===== config.mk =====
export PLATFORM = sky130hd
export DESIGN_NAME = irq_controller_flat
export DESIGN_NICKNAME = d
export VERILOG_FILES = /design/src/rtl/irq_controller_if.sv /design/src/rtl/irq_controller.sv /design/src/flat_wrapper.sv
export SDC_FILE = /design/constraint.sdc
export NUM_CORES = 1
export LEC_CHECK = 0
export ABC_AREA = 1
export CAP_MARGIN = 25
export CORE_MARGIN = 8
export CORE_UTILIZATION = 44
export CTS_CLUSTER_SIZE = 14
export DETAILED_ROUTE_END_ITERATION = 10
export PLACE_DENSITY = 0.91
export SYNTH_ARGS = -nofsm -noshare
export SYNTH_HDL_FRONTEND = slang
export SYNTH_SLANG_ARGS = --single-unit

===== constraint.sdc =====
create_clock -name clk -period 1.9 [get_ports clk]
set_clock_uncertainty 0.05 [all_clocks]
set_input_delay 0.19 -clock clk [delete_from_list [all_inputs] [get_ports clk]]
set_output_delay 0.19 -clock clk [all_outputs]
set_load 0.05 [all_outputs]

===== src/rtl/irq_controller_if.sv =====
// Bus bundle between the interrupt controller and its environment:
// raw interrupt lines, configuration port and the pipeline request/ack path.
interface irq_controller_if #(
  parameter int IRQ_NUM = 4,
  parameter int CAUSE_W = 2
);
  logic [IRQ_NUM-1:0] irq_in;
  logic               cfg_wen;
  logic [1:0]         cfg_addr;
  logic [31:0]        cfg_din;
  logic [31:0]        cfg_dout;
  logic               ir_ack;
  logic               eret;
  logic               ir_req;
  logic [CAUSE_W-1:0] ir_cause;
  logic [31:0]        ir_vector;
  logic               in_service;
  logic [IRQ_NUM-1:0] pending;

  modport master (
    output irq_in, cfg_wen, cfg_addr, cfg_din, ir_ack, eret,
    input  cfg_dout, ir_req, ir_cause, ir_vector, in_service, pending
  );

  modport slave (
    input  irq_in, cfg_wen, cfg_addr, cfg_din, ir_ack, eret,
    output cfg_dout, ir_req, ir_cause, ir_vector, in_service, pending
  );
endinterface


===== src/rtl/irq_controller.sv =====
// Edge-triggered, masked, fixed-priority interrupt controller with a
// request/acknowledge/ERET handshake toward the pipeline.
module irq_controller #(
  parameter int          IRQ_NUM      = 4,
  parameter int          CAUSE_W      = 2,
  parameter logic [31:0] VEC_STRIDE   = 32'h20,
  parameter logic [31:0] VEC_BASE_RST = 32'h0000_0100
) (
  input  logic              clk,
  input  logic              rst,
  irq_controller_if.slave   bus
);

  typedef enum logic [1:0] {S_IDLE, S_REQ, S_SERVICE} state_t;

  localparam logic [1:0] A_MASK    = 2'd0;
  localparam logic [1:0] A_STATUS  = 2'd1;
  localparam logic [1:0] A_PENDING = 2'd2;
  localparam logic [1:0] A_VBASE   = 2'd3;

  state_t             r_state, w_next_state;
  logic [IRQ_NUM-1:0] r_irq_d;
  logic [IRQ_NUM-1:0] r_pending;
  logic [IRQ_NUM-1:0] r_mask;
  logic               r_ie;
  logic [31:0]        r_vbase;
  logic               r_ir_req;
  logic [CAUSE_W-1:0] r_ir_cause;
  logic               r_in_service;

  logic [IRQ_NUM-1:0] w_edge;
  logic [IRQ_NUM-1:0] w_eligible;
  logic [IRQ_NUM-1:0] w_clr;
  logic [CAUSE_W-1:0] w_winner;
  logic               w_set_req;
  logic               w_do_ack;
  logic               w_do_eret;

  assign w_edge     = bus.irq_in & ~r_irq_d;
  assign w_eligible = r_pending & r_mask;

  // Lowest index wins: scan downward so the last hit is the smallest index.
  always_comb begin
    // NOTE: every always_comb output gets a default first so no latch is inferred.
    w_winner = '0;
    for (int i = IRQ_NUM - 1; i >= 0; i--) begin
      if (w_eligible[i]) w_winner = CAUSE_W'(i);
    end
  end

  always_comb begin
    w_next_state = r_state;
    w_set_req    = 1'b0;
    w_do_ack     = 1'b0;
    w_do_eret    = 1'b0;
    unique case (r_state)
      S_IDLE: begin
        if (r_ie && (w_eligible != '0)) begin
          w_set_req    = 1'b1;
          w_next_state = S_REQ;
        end
      end
      S_REQ: begin
        if (bus.ir_ack) begin
          w_do_ack     = 1'b1;
          w_next_state = S_SERVICE;
        end
      end
      S_SERVICE: begin
        if (bus.eret) begin
          w_do_eret    = 1'b1;
          w_next_state = S_IDLE;
        end
      end
      default: w_next_state = S_IDLE;
    endcase
  end

  // A fresh edge is OR-ed in after clearing, so it wins over W1C and service clear.
  assign w_clr = ((bus.cfg_wen && bus.cfg_addr == A_PENDING) ? bus.cfg_din[IRQ_NUM-1:0] : '0)
               | (w_do_ack ? (IRQ_NUM'(1) << r_ir_cause) : '0);

  always_ff @(posedge clk or posedge rst) begin
    if (rst) begin
      r_state      <= S_IDLE;
      r_irq_d      <= '0;
      r_pending    <= '0;
      r_mask       <= '0;
      r_ie         <= 1'b0;
      r_vbase      <= VEC_BASE_RST;
      r_ir_req     <= 1'b0;
      r_ir_cause   <= '0;
      r_in_service <= 1'b0;
    end else begin
      // NOTE: sequential state uses non-blocking assignments so all registers update together.
      r_state   <= w_next_state;
      r_irq_d   <= bus.irq_in;
      r_pending <= (r_pending & ~w_clr) | w_edge;

      if (bus.cfg_wen && bus.cfg_addr == A_MASK)  r_mask  <= bus.cfg_din[IRQ_NUM-1:0];
      if (bus.cfg_wen && bus.cfg_addr == A_VBASE) r_vbase <= {bus.cfg_din[31:2], 2'b00};

      // ERET re-enables unconditionally, overriding any IE write made during service.
      if (w_do_eret)                                    r_ie <= 1'b1;
      else if (w_do_ack)                                r_ie <= 1'b0;
      else if (bus.cfg_wen && bus.cfg_addr == A_STATUS) r_ie <= bus.cfg_din[0];

      if (w_set_req) begin
        r_ir_req   <= 1'b1;
        r_ir_cause <= w_winner;
      end
      if (w_do_ack) begin
        r_ir_req     <= 1'b0;
        r_in_service <= 1'b1;
      end
      if (w_do_eret) r_in_service <= 1'b0;
    end
  end

  always_comb begin
    bus.cfg_dout = '0;
    unique case (bus.cfg_addr)
      A_MASK:    bus.cfg_dout = 32'(r_mask);
      A_STATUS:  bus.cfg_dout = {30'd0, r_in_service, r_ie};
      A_PENDING: bus.cfg_dout = 32'(r_pending);
      A_VBASE:   bus.cfg_dout = r_vbase;
      default:   bus.cfg_dout = '0;
    endcase
  end

  assign bus.ir_req     = r_ir_req;
  assign bus.ir_cause   = r_ir_cause;
  assign bus.ir_vector  = r_vbase + 32'(r_ir_cause) * VEC_STRIDE;
  assign bus.in_service = r_in_service;
  assign bus.pending    = r_pending;

endmodule


===== src/flat_wrapper.sv =====
// flat-port wrapper written by rule: the top's interface ports become plain ports
module irq_controller_flat 
#(
  parameter int          IRQ_NUM      = 4,
  parameter int          CAUSE_W      = 2,
  parameter logic [31:0] VEC_STRIDE   = 32'h20,
  parameter logic [31:0] VEC_BASE_RST = 32'h0000_0100
)
  (clk, rst, bus_irq_in, bus_cfg_wen, bus_cfg_addr, bus_cfg_din, bus_ir_ack, bus_eret, bus_cfg_dout, bus_ir_req, bus_ir_cause, bus_ir_vector, bus_in_service, bus_pending);
  irq_controller_if #(.IRQ_NUM(IRQ_NUM), .CAUSE_W(CAUSE_W)) bus_i ();
  input  logic clk;
  input  logic rst;
  input wire logic [$bits(bus_i.irq_in)-1:0] bus_irq_in;
  input wire logic [$bits(bus_i.cfg_wen)-1:0] bus_cfg_wen;
  input wire logic [$bits(bus_i.cfg_addr)-1:0] bus_cfg_addr;
  input wire logic [$bits(bus_i.cfg_din)-1:0] bus_cfg_din;
  input wire logic [$bits(bus_i.ir_ack)-1:0] bus_ir_ack;
  input wire logic [$bits(bus_i.eret)-1:0] bus_eret;
  output wire logic [$bits(bus_i.cfg_dout)-1:0] bus_cfg_dout;
  output wire logic [$bits(bus_i.ir_req)-1:0] bus_ir_req;
  output wire logic [$bits(bus_i.ir_cause)-1:0] bus_ir_cause;
  output wire logic [$bits(bus_i.ir_vector)-1:0] bus_ir_vector;
  output wire logic [$bits(bus_i.in_service)-1:0] bus_in_service;
  output wire logic [$bits(bus_i.pending)-1:0] bus_pending;
  assign bus_i.irq_in = bus_irq_in;
  assign bus_i.cfg_wen = bus_cfg_wen;
  assign bus_i.cfg_addr = bus_cfg_addr;
  assign bus_i.cfg_din = bus_cfg_din;
  assign bus_i.ir_ack = bus_ir_ack;
  assign bus_i.eret = bus_eret;
  assign bus_cfg_dout = bus_i.cfg_dout;
  assign bus_ir_req = bus_i.ir_req;
  assign bus_ir_cause = bus_i.ir_cause;
  assign bus_ir_vector = bus_i.ir_vector;
  assign bus_in_service = bus_i.in_service;
  assign bus_pending = bus_i.pending;
  irq_controller #(.IRQ_NUM(IRQ_NUM), .CAUSE_W(CAUSE_W), .VEC_STRIDE(VEC_STRIDE), .VEC_BASE_RST(VEC_BASE_RST)) u_core (.clk(clk), .rst(rst), .bus(bus_i));
endmodule

# --- Yosys cells after proc, flatten, opt, wreduce, memory -nomap -nowiden ---
# Index checks and enable logic that the tools add are counted.
# W data, S select, Z words.
totals:
  inputBits: 43
  regBits: 49
  elab_cells: 62
  out_inout_bits: 72
classes:
  addsub: 1
  n_reduce_logical: 12
  mux: 24
  eq_ne: 8
  n_bitwise: 7
  n_shift: 1
ops:
  columns: ["operator", "count"]
  rows:
  - ["$pmux W32 S4", 1]
  - ["$add A32 B7 Y32", 1]
  - ["$mux W2", 7]
  - ["$mux W1", 13]
  - ["$and A4 B4 Y4", 3]
  - ["$mux W4", 2]
  - ["$not A4 Y4", 2]
  - ["$or A4 B4 Y4", 2]
  - ["$eq A2 B2 Y1 const B", 3]
  - ["$pmux W2 S3", 1]
  - ["$logic_and A1 B1 Y1", 5]
  - ["$eq A2 B1 Y1 const B", 2]
  - ["$logic_not A2 Y1", 2]
  - ["$ne A2 B2 Y1 const B", 2]
  - ["$reduce_bool A2 Y1", 2]
  - ["$reduce_bool A4 Y1", 1]
  - ["$shl A1 B2 Y4 const A", 1]
  - ["$reduce_and A3 Y1", 1]
  - ["$reduce_bool A3 Y1", 1]
  - ["$ne A2 B1 Y1 const B", 1]

# --- Longest topological paths before layout ---
logic_depth:
  ltp_word: 7
  ltp_mapped: 9
  mapped_depth_nobuf: 9

# --- Worst setup path before layout ---
# OpenSTA, ideal clock, no wires.
synth_timing:
  path_kind: "reg-to-output"
  startpoint: "register u_core.r_ir_cause[0], in the netlist u_core.bus.ir_cause[0]"
  endpoint: "output bus_ir_vector[21]"
  arrival_time_ps: 2581
  t_required_ps: 1660
  path_buffers: 0
  slack_ps: -921
  path_stages_with_launch: 8
  path_cell_list: "dfrtp_1 ha_1 inv_1 fa_1 nor2_4 nand2_4 nor2_2 xor2_1"
synth_between:
  elab_chain_cells: 1
synth_lines:
  columns: ["item", "line", "source"]
  rows:
  - ["start, declared", "irq_controller.sv:28", "logic [CAUSE_W-1:0] r_ir_cause;"]
  - ["start signal, assigned", "irq_controller.sv:110", "r_ir_cause <= w_winner;"]
  - ["$add A32 B7 Y32", "irq_controller.sv:133", "assign bus.ir_vector = r_vbase + 32'(r_ir_cause) * VEC_STRIDE;"]
  - ["end, declared", "flat_wrapper.sv:22", "output wire logic [$bits(bus_i.ir_vector)-1:0] bus_ir_vector;"]
# No other way between the ends.

# --- Worst setup path in the final report ---
layout_timing:
  startpoint: "register u_core.r_vbase[7]"
  endpoint: "output bus_ir_vector[23]"
layout_between:
  elab_chain_cells: 1
layout_lines:
  columns: ["item", "line", "source"]
  rows:
  - ["start, declared", "irq_controller.sv:26", "logic [31:0] r_vbase;"]
  - ["start signal, assigned", "irq_controller.sv:101", "if (bus.cfg_wen && bus.cfg_addr == A_VBASE) r_vbase <= {bus.cfg_din[31:2], 2'b00};"]
  - ["$add A32 B7 Y32", "irq_controller.sv:133", null]
# No other way between the ends.

==> results.md <==
Run status:
- The run finished, with violations left.
- The checks that failed: negative setup slack.

Place:
- The number of port buffers is 112.
- At the end of routability-driven placement, the weighted congestion stood at 0.967.
- The half-perimeter wire length after placement is 8.30 mm.
- In this run the cell area measured after placement is 5160 sq um.
- Timing analysis after detailed placement gives a worst setup slack of -136 ps.
- In this run, placement finished with an instance count of 630.

Logic synthesis:
- In this run the mean area of a mapped cell was 6.90 sq um.
- In this run, synthesis inferred 0 flip-flops with an integrated enable.
- The synthesized design devotes to its leading area cell type 40.7% of total area.
- In this run, distinct cell masters in the synthesized netlist total 29.
- The cell area that synthesis handed to floorplanning was 2950 sq um.
- The number of synthesis warnings is 0.
- Synthesis produced 428 cells.
- After synthesis, flip-flops and latches occupy 41.6% of the total area.
- The most repeated cell in the gate-level netlist after synthesis is sky130_fd_sc_hd__nand2_1.
- By area the synthesized netlist is led by sky130_fd_sc_hd__dfrtp_1 41%, sky130_fd_sc_hd__nand2_1 14%, sky130_fd_sc_hd__nor2_1 12%.
- The proportion of synthesized flip-flops having asynchronous set or reset is 100%.
- The most frequently used flop master after synthesis is sky130_fd_sc_hd__dfrtp_1.
- Sorting the synthesized cells by how often they occur yields 114 x sky130_fd_sc_hd__nand2_1, 92 x sky130_fd_sc_hd__nor2_1, 56 x sky130_fd_sc_hd__inv_1.
- The number of flip-flops and latches in the synthesized netlist is 49.
- The most area-hungry cell type in the Yosys netlist is sky130_fd_sc_hd__dfrtp_1.

Cells and area:
- The post-layout instance count excluding filler cells is 647.
- After the last flow step, the layout net total stands at 612.
- The number of antenna diodes in the final layout is 0.
- The area of all placed cells without fillers is 5570 sq um.
- Cells fill 83.8% of the core in the end.
- The share of layout cells above drive strength 1 is 30.3%.
- The layout overhead on the synthesized area is 88.6%.

STA:
- Dividing the final minimum period by the clock period gives 125%.
- Setup total negative slack on the finished layout was measured at -9120 ps.
- The headroom to the max-slew limit is 64.8%.
- The achievable clock frequency is 422 MHz.
- The total of endpoints with negative setup slack in the final report is 25.
- Setup repair after global routing could not meet its margin everywhere.
- Across all hold checks on the routed design, the worst slack comes to 196 ps.
- The max-slew violation total from the final report is 0.
- The final-report hold violation count came to 0.
- The actual transition at the worst max-transition pin is 527 ps.
- The final period demand of the worst path is 2370 ps.
- The post-route worst setup slack is -467 ps.

Clocking:
- The number of H-tree levels is 2.
- Buffers inserted to repair hold after CTS numbered 0.
- The root buffer cell is sky130_fd_sc_hd__clkbuf_8.
- The TritonCTS buffer count is 5.
- The count of clock tree sinks is 49.
- The number of buffers between clock root and the deepest sink is 2.
- TritonCTS built the clock tree.
- The later-pin clock latency in the skew report is 310 ps.
- The clock transition at the register clock pins on the worst setup and hold paths after CTS is 100 ps.

Global route:
- Entering global routing, the biggest net connects 50 pins.
- Summed over all layers, the global routing overflow is 0.
- The wire length of the first global-routing pass is 19.2 mm.
- The total track usage is 24.8%.
- The initial antenna violation count is 0.
- The via count of the first global-routing pass is 3,816.

Drt:
- The detailed router placed 3,516 vias in this run.
- The detail-routed net length per standard cell is 19.0 microns.
- Wires add up to 12.3 mm.
- Detailed routing placed a total of 6.43 mm of wire on met2.
- The number of nets with antenna violations after detailed routing is 0.
- The top routing layer in use is met4.
- The detailed route wirelength on metal3 is 973 microns.
- For this run, design rule violations remaining after detail routing come to 0.
- After the first detailed-routing iteration, the DRC count stood at 274.
- The routed length on met1 is 4.28 mm.
- The pre-antenna-repair detailed-routing pass consisted of 5 iterations.
- The number of vias per cell after detailed routing is 5.43.

Die:
- The region available for standard cell placement spans 6640 sq um.
- 115 I/O pins were placed.
- The die covers 9590 sq um.
- Once the floorplan was initialized, standard cells occupied 44.4% of the core.
- The overall die width is 97.9 microns.
- The number of placement rows is 30.
- Measured along the y axis, the die boundary spans 97.9 microns.

Worst setup path:
- The slowest stage of the critical path belongs to the cell sky130_fd_sc_hd__dfrtp_1.
- The family with the most delay on the worst path is simple AND/OR/NAND/NOR gates.
- At the worst endpoint, the arrival time is 2130 ps.
- The highest fanout seen on the critical path is 5.
- STA classifies the critical path endpoint as a primary output.
- The critical setup path kind is reg -> out.
- Counting stages on the worst path, the most repeated cell is sky130_fd_sc_hd__nand2_1.
- The worst setup path is launched from a register.
- The largest stage delay on the critical path is 600 ps.
- The signal on the critical path passes through nand2_2 -> nor2_1 -> nand2_1 -> nor2_1 -> nand2_1 -> nand2_1 -> nand2_2 -> buf_12.
- The data required time at the worst endpoint is 1660 ps.
- Together, buffers and inverters on the worst path number 1.

Power and ir drop:
- The worst-case IR drop observed on VDD is 0.875 mV.
- The reported leakage power is 2.62 nW.
- The post-layout total power is 6.17 mW.
- Sequential cells account for 24.0% of the total power.
- The part of the total power dissipated in combinational logic is 63.5%.
- Internal power comes to 3.28 mW.
- Power spread over the standard cell area amounts to 1110 nW/um^2.
- The switching share of power is 46.9%.
- For this design the total switching power over the nets is 2.89 mW.
- The clock network accounts for 12.4% of the total power.

Min path:
- The worst hold path class is in -> async.

Run:
- The tool flagged a number of max-cap violations equal to 0.
-- power by group through the flow --
| stage | combinational (mW) | clock, mW | sequential, mW |
|---|---|---|---|
| detailed placement | 3.53 | 0 | 1.47 |
| global route | 4.10 | 0.813 | 1.50 |
| finish | 3.92 | 0.767 | 1.48 |
| global placement | 3.45 | 0 | 1.46 |
| floorplan | 1.74 | 0 | 1.67 |
| CTS | 3.75 | 0.767 | 1.46 |
-- worst min-delay path, stage by stage --
cell                              delay, ps
sky130_fd_sc_hd__clkdlybuf4s50_1        420
sky130_fd_sc_hd__inv_2                   80
sky130_fd_sc_hd__buf_12                 260
-- registers in the layout, indices dropped and copies added (netlist names) --
| signal | cells |
|---|---|
| u_core.r_state | 2 |
| u_core.r_vbase | 30 |
| u_core.bus.ir_cause | 2 |
| u_core.bus.pending | 4 |
| u_core.r_irq_d | 4 |
| u_core.bus.in_service | 1 |
| u_core.r_ie | 1 |
| u_core.r_mask | 4 |
| u_core.bus.ir_req | 1 |
-- what timing repair did --
action | in CTS | in global routing
setup endpoints to repair | 25 | 25
setup buffers | 9 | 2
pin swaps | 9 | 11
resized for setup | 26 | 24
gates cloned | 0 | 0
-- cell usage in the layout (no fill, tap or decap), drive strengths merged --
| cell | n |
|---|---|
| o22ai | 4 |
| ha | 2 |
| fa | 1 |
| nor2 | 99 |
| xor2 | 14 |
| mux2 | 1 |
| nand2 | 118 |
| a21oi | 29 |
| bufinv | 1 |
| o211ai | 2 |
| conb | 2 |
| clkbuf | 6 |
| buf | 93 |
| clkdlybuf4s50 | 51 |
| nand3 | 17 |
| o21ai | 8 |
| nor3 | 7 |
| and2 | 1 |
| inv | 58 |
| xnor2 | 1 |
| dfrtp | 48 |
| o31ai | 1 |
| dfstp | 1 |
| o21bai | 1 |
| a21boi | 1 |
-- logic make-up after synthesis --
group	count (synthesis)	share of synthesized area (%)
and+or+nand+nor	242	33.5
buffers and inverters	71	10.0
DFF	49	41.6
AOI/OAI and AO/OA	46	8.39
xor gates and xnor gates	15	4.45
adders and majority gates	3	1.53
other	1	0.127
muxes	1	0.381
-- worst paths after layout --
kind	startpoint	to	slack, ps	depth (start not counted)
hold / removal	rst	u_core.bus.pending[1]	200	3
setup / recovery	u_core.r_vbase[7]	bus_ir_vector[23]	-470	8
setup reg to reg	u_core.r_state[1]	u_core.bus.pending[1]	570	4
hold reg to reg	u_core.r_irq_d[1]	u_core.bus.pending[1]	380	1
min in group clk	bus_irq_in[1]	u_core.r_irq_d[1]	280	1
max in group asynchronous	rst	u_core.r_vbase[8]	1310	3
-- layer usage --
| layer | global-route usage, % | vias to the layer above |
|---|---|---|
| li1 | - | 1570 |
| met1 | 24.6 | 1675 |
| met2 | 44.8 | 203 |
| met3 | 8.53 | 68 |
| met4 | 12.7 | 0 |
| met5 | 0 | - |
-- area by class of cell --
cell class | count | area [sq um]
clock buffer | 6 | 72.6
tap | 80 | 100
inverter | 57 | 219
multi-input combinational | 309 | 1920
clock inverter | 2 | 38.8
fill | 341 | 1080
sequential | 49 | 1230
timing repair buffer | 144 | 1990
Note: power is estimated with default switching activity, not from simulation.
==> RTL edit: new RTL, config.mk and constraints unchanged <==
Re-encode `state_t` (3 states) as one-hot, 3 bits wide.
--- a/src/rtl/irq_controller.sv
+++ b/src/rtl/irq_controller.sv
@@ -12,5 +12,5 @@
 );
 
-  typedef enum logic [1:0] {S_IDLE, S_REQ, S_SERVICE} state_t;
+  typedef enum logic [2:0] {S_IDLE = 3'b001, S_REQ = 3'b010, S_SERVICE = 3'b100} state_t;
 
   localparam logic [1:0] A_MASK    = 2'd0;
Function: same outputs for any inputs over 4 cycles, from zero or initial values and one cycle with rst high; so few cycles prove little.
==> RTL edit against the unedited design <==
The flow still finishes with violations (negative setup slack). Worst setup slack improved by 0.051 ns. Sequential share of layout area rose by 0.69 points. Area after synthesis rose by 0.89%. Total power rose by 1.1%. Wire length fell by 2.6%. Sequential cell count rose by 1. Design area fell by 0.67%. Critical endpoint is now bus_ir_vector[21].
==> RTL edit: results (changes against the unedited design) <==
GRT_START_MAX_NET_PINS=51  # +2.0%
DESIGN.FINAL.NETS=623  # +1.8%
PLACE_WORST_SETUP_SLACK_NS=-0.0979  # +0.0384 ns
CP_MAX_FO=4  # -1
POST_DR_VIAS_CELL=5.46  # +0.45%
SYNTH_SEQ_AREA_SHARE=0.421  # +0.00515
WORST_SLACK_NS=-0.416  # +0.0514 ns
SYNTH_AREA_LEADERS='dfrtp_1 40%, nand2_1 15%, nor2_1 12%'
RR_ENDPOINT='u_core.bus.pending[3]$_DFF_PP0_'
GRT_PASS1_VIAS=3851  # +0.92%
VIOLATIONS='negative setup slack'
CRITICAL_PATH_ARRIVAL_NS=2.08  # -0.05 ns
H_TREE_LEVEL_COUNT=2  # unchanged
FINALSETUPVIOLCOUNT=26  # +4.0%
TIGHTESTPINTRANSITION_NS=0.512  # -0.0151 ns
HPWL_UM=8780  # +5.7%
GRT_FIRST_PASS_WIRELENGTH_UM=19600  # +2.4%
SHARE_OF_POST_ROUTE_CELLS_WITH_DRIVE_STRENGTH_ABOVE_1=0.294  # -0.00923
CRITPATHLAUNCH='u_core.r_vbase[5]$_DFFE_PP0P_'
GROUTE.USAGE.OVERALL=0.253  # +0.00478
CRIT_PATH_END='bus_ir_vector[21]'
OUTCOME='complete, but fails checks'
LAYOUT.FILLER_CELLS=348  # +2.1%
LEAKAGEPOWER_uW=0.00265  # +1.2%
INITIAL_DETAILED_ROUTING_VIOLATION_COUNT=324  # +18%
SYNTH_CELL_TYPES=25  # -14%
MAX_STAGE_DELAY_NS=0.43  # -0.17 ns
SYNTH.TOP_CELLS.BY_COUNT='118 x nand2_1, 93 x nor2_1, 61 x inv_1'
RTL edit: changes by cell type after synthesis, moves of 3 or more:
cell | before | now
clkbuf_1 | 0 | 3
buf_2 | 9 | 4
nor2_4 | 3 | 0
o22ai_1 | 4 | 0
nand3_1 | 17 | 28
inv_1 | 56 | 61
nor3_1 | 7 | 3
o21ai_0 | 6 | 11
nand4_1 | 0 | 3
nand2_1 | 114 | 118
RTL edit: what timing repair did:
item                       4_1_cts  5_1_grt
buffers inserted                 5        2
gates resized for setup         24       10
pin swaps                        6        6
setup endpoints to repair       26       27
RTL edit: cell families (layout without fill, tap and decap cells):
group | after synthesis | after routing | synth area share
simple gates | 251 | 251 | 0.337
xor+xnor | 14 | 14 | 0.0412
mux | 1 | 1 | 0.00378
buf+inv | 75 | 212 | 0.103
other cells | 1 | 2 | 0.00126
compound gates | 45 | 45 | 0.0782
flops | 50 | 50 | 0.421
fa+ha+maj | 3 | 3 | 0.0151
RTL edit: stage by stage:
step	total power, uW	TNS, ns	std cells	utilization	hold slack, ns
floorplan	3590	-1.95	441	-	0.171
global placement	5140	-0.0981	643	0.788	0.413
detailed placement	5260	-0.476	643	0.788	0.425
CTS	6080	-6.24	656	0.821	0.197
global route	6480	-9.60	658	0.828	0.217
finish	6230	-7.89	658	0.828	0.174
RTL edit: layout make-up:
class / count / area (um^2) / area share
Timing Repair Buffer: 143 / 1970 / 0.357
Clock inverter: 2 / 12.5 / 0.00226
Sequential cell: 50 / 1260 / 0.228
Tap cell: 80 / 100 / 0.0181
Clock buffer: 6 / 82.6 / 0.0149
Inverter: 61 / 234 / 0.0423
Multi-Input combinational cell: 316 / 1870 / 0.338
RTL edit: critical path: cells and delay by family (launching register included):
family	cells	cell delay (ns)
fa+ha+maj	2	0.57
flops	1	0.43
xor+xnor	1	0.18
simple gates	3	0.38
buf+inv	2	0.19
RTL edit: per-layer routing:
metal	vias up	global-route usage	share of wire
li1	1608	-	-
met1	1692	0.265	0.34
met2	233	0.453	0.52
met3	59	0.0839	0.10
met4	0	0.105	0.043
met5	-	0	0
RTL edit: power groups by stage:
stage | Sequential (uW) | Clock, uW | Combinational (uW)
2_1_floorplan | 1680 | 0 | 1910
3_3_place_gp | 1490 | 0 | 3650
3_5_place_dp | 1510 | 0 | 3740
4_1_cts | 1500 | 675 | 3900
5_1_grt | 1550 | 715 | 4220
6_report | 1530 | 680 | 4020
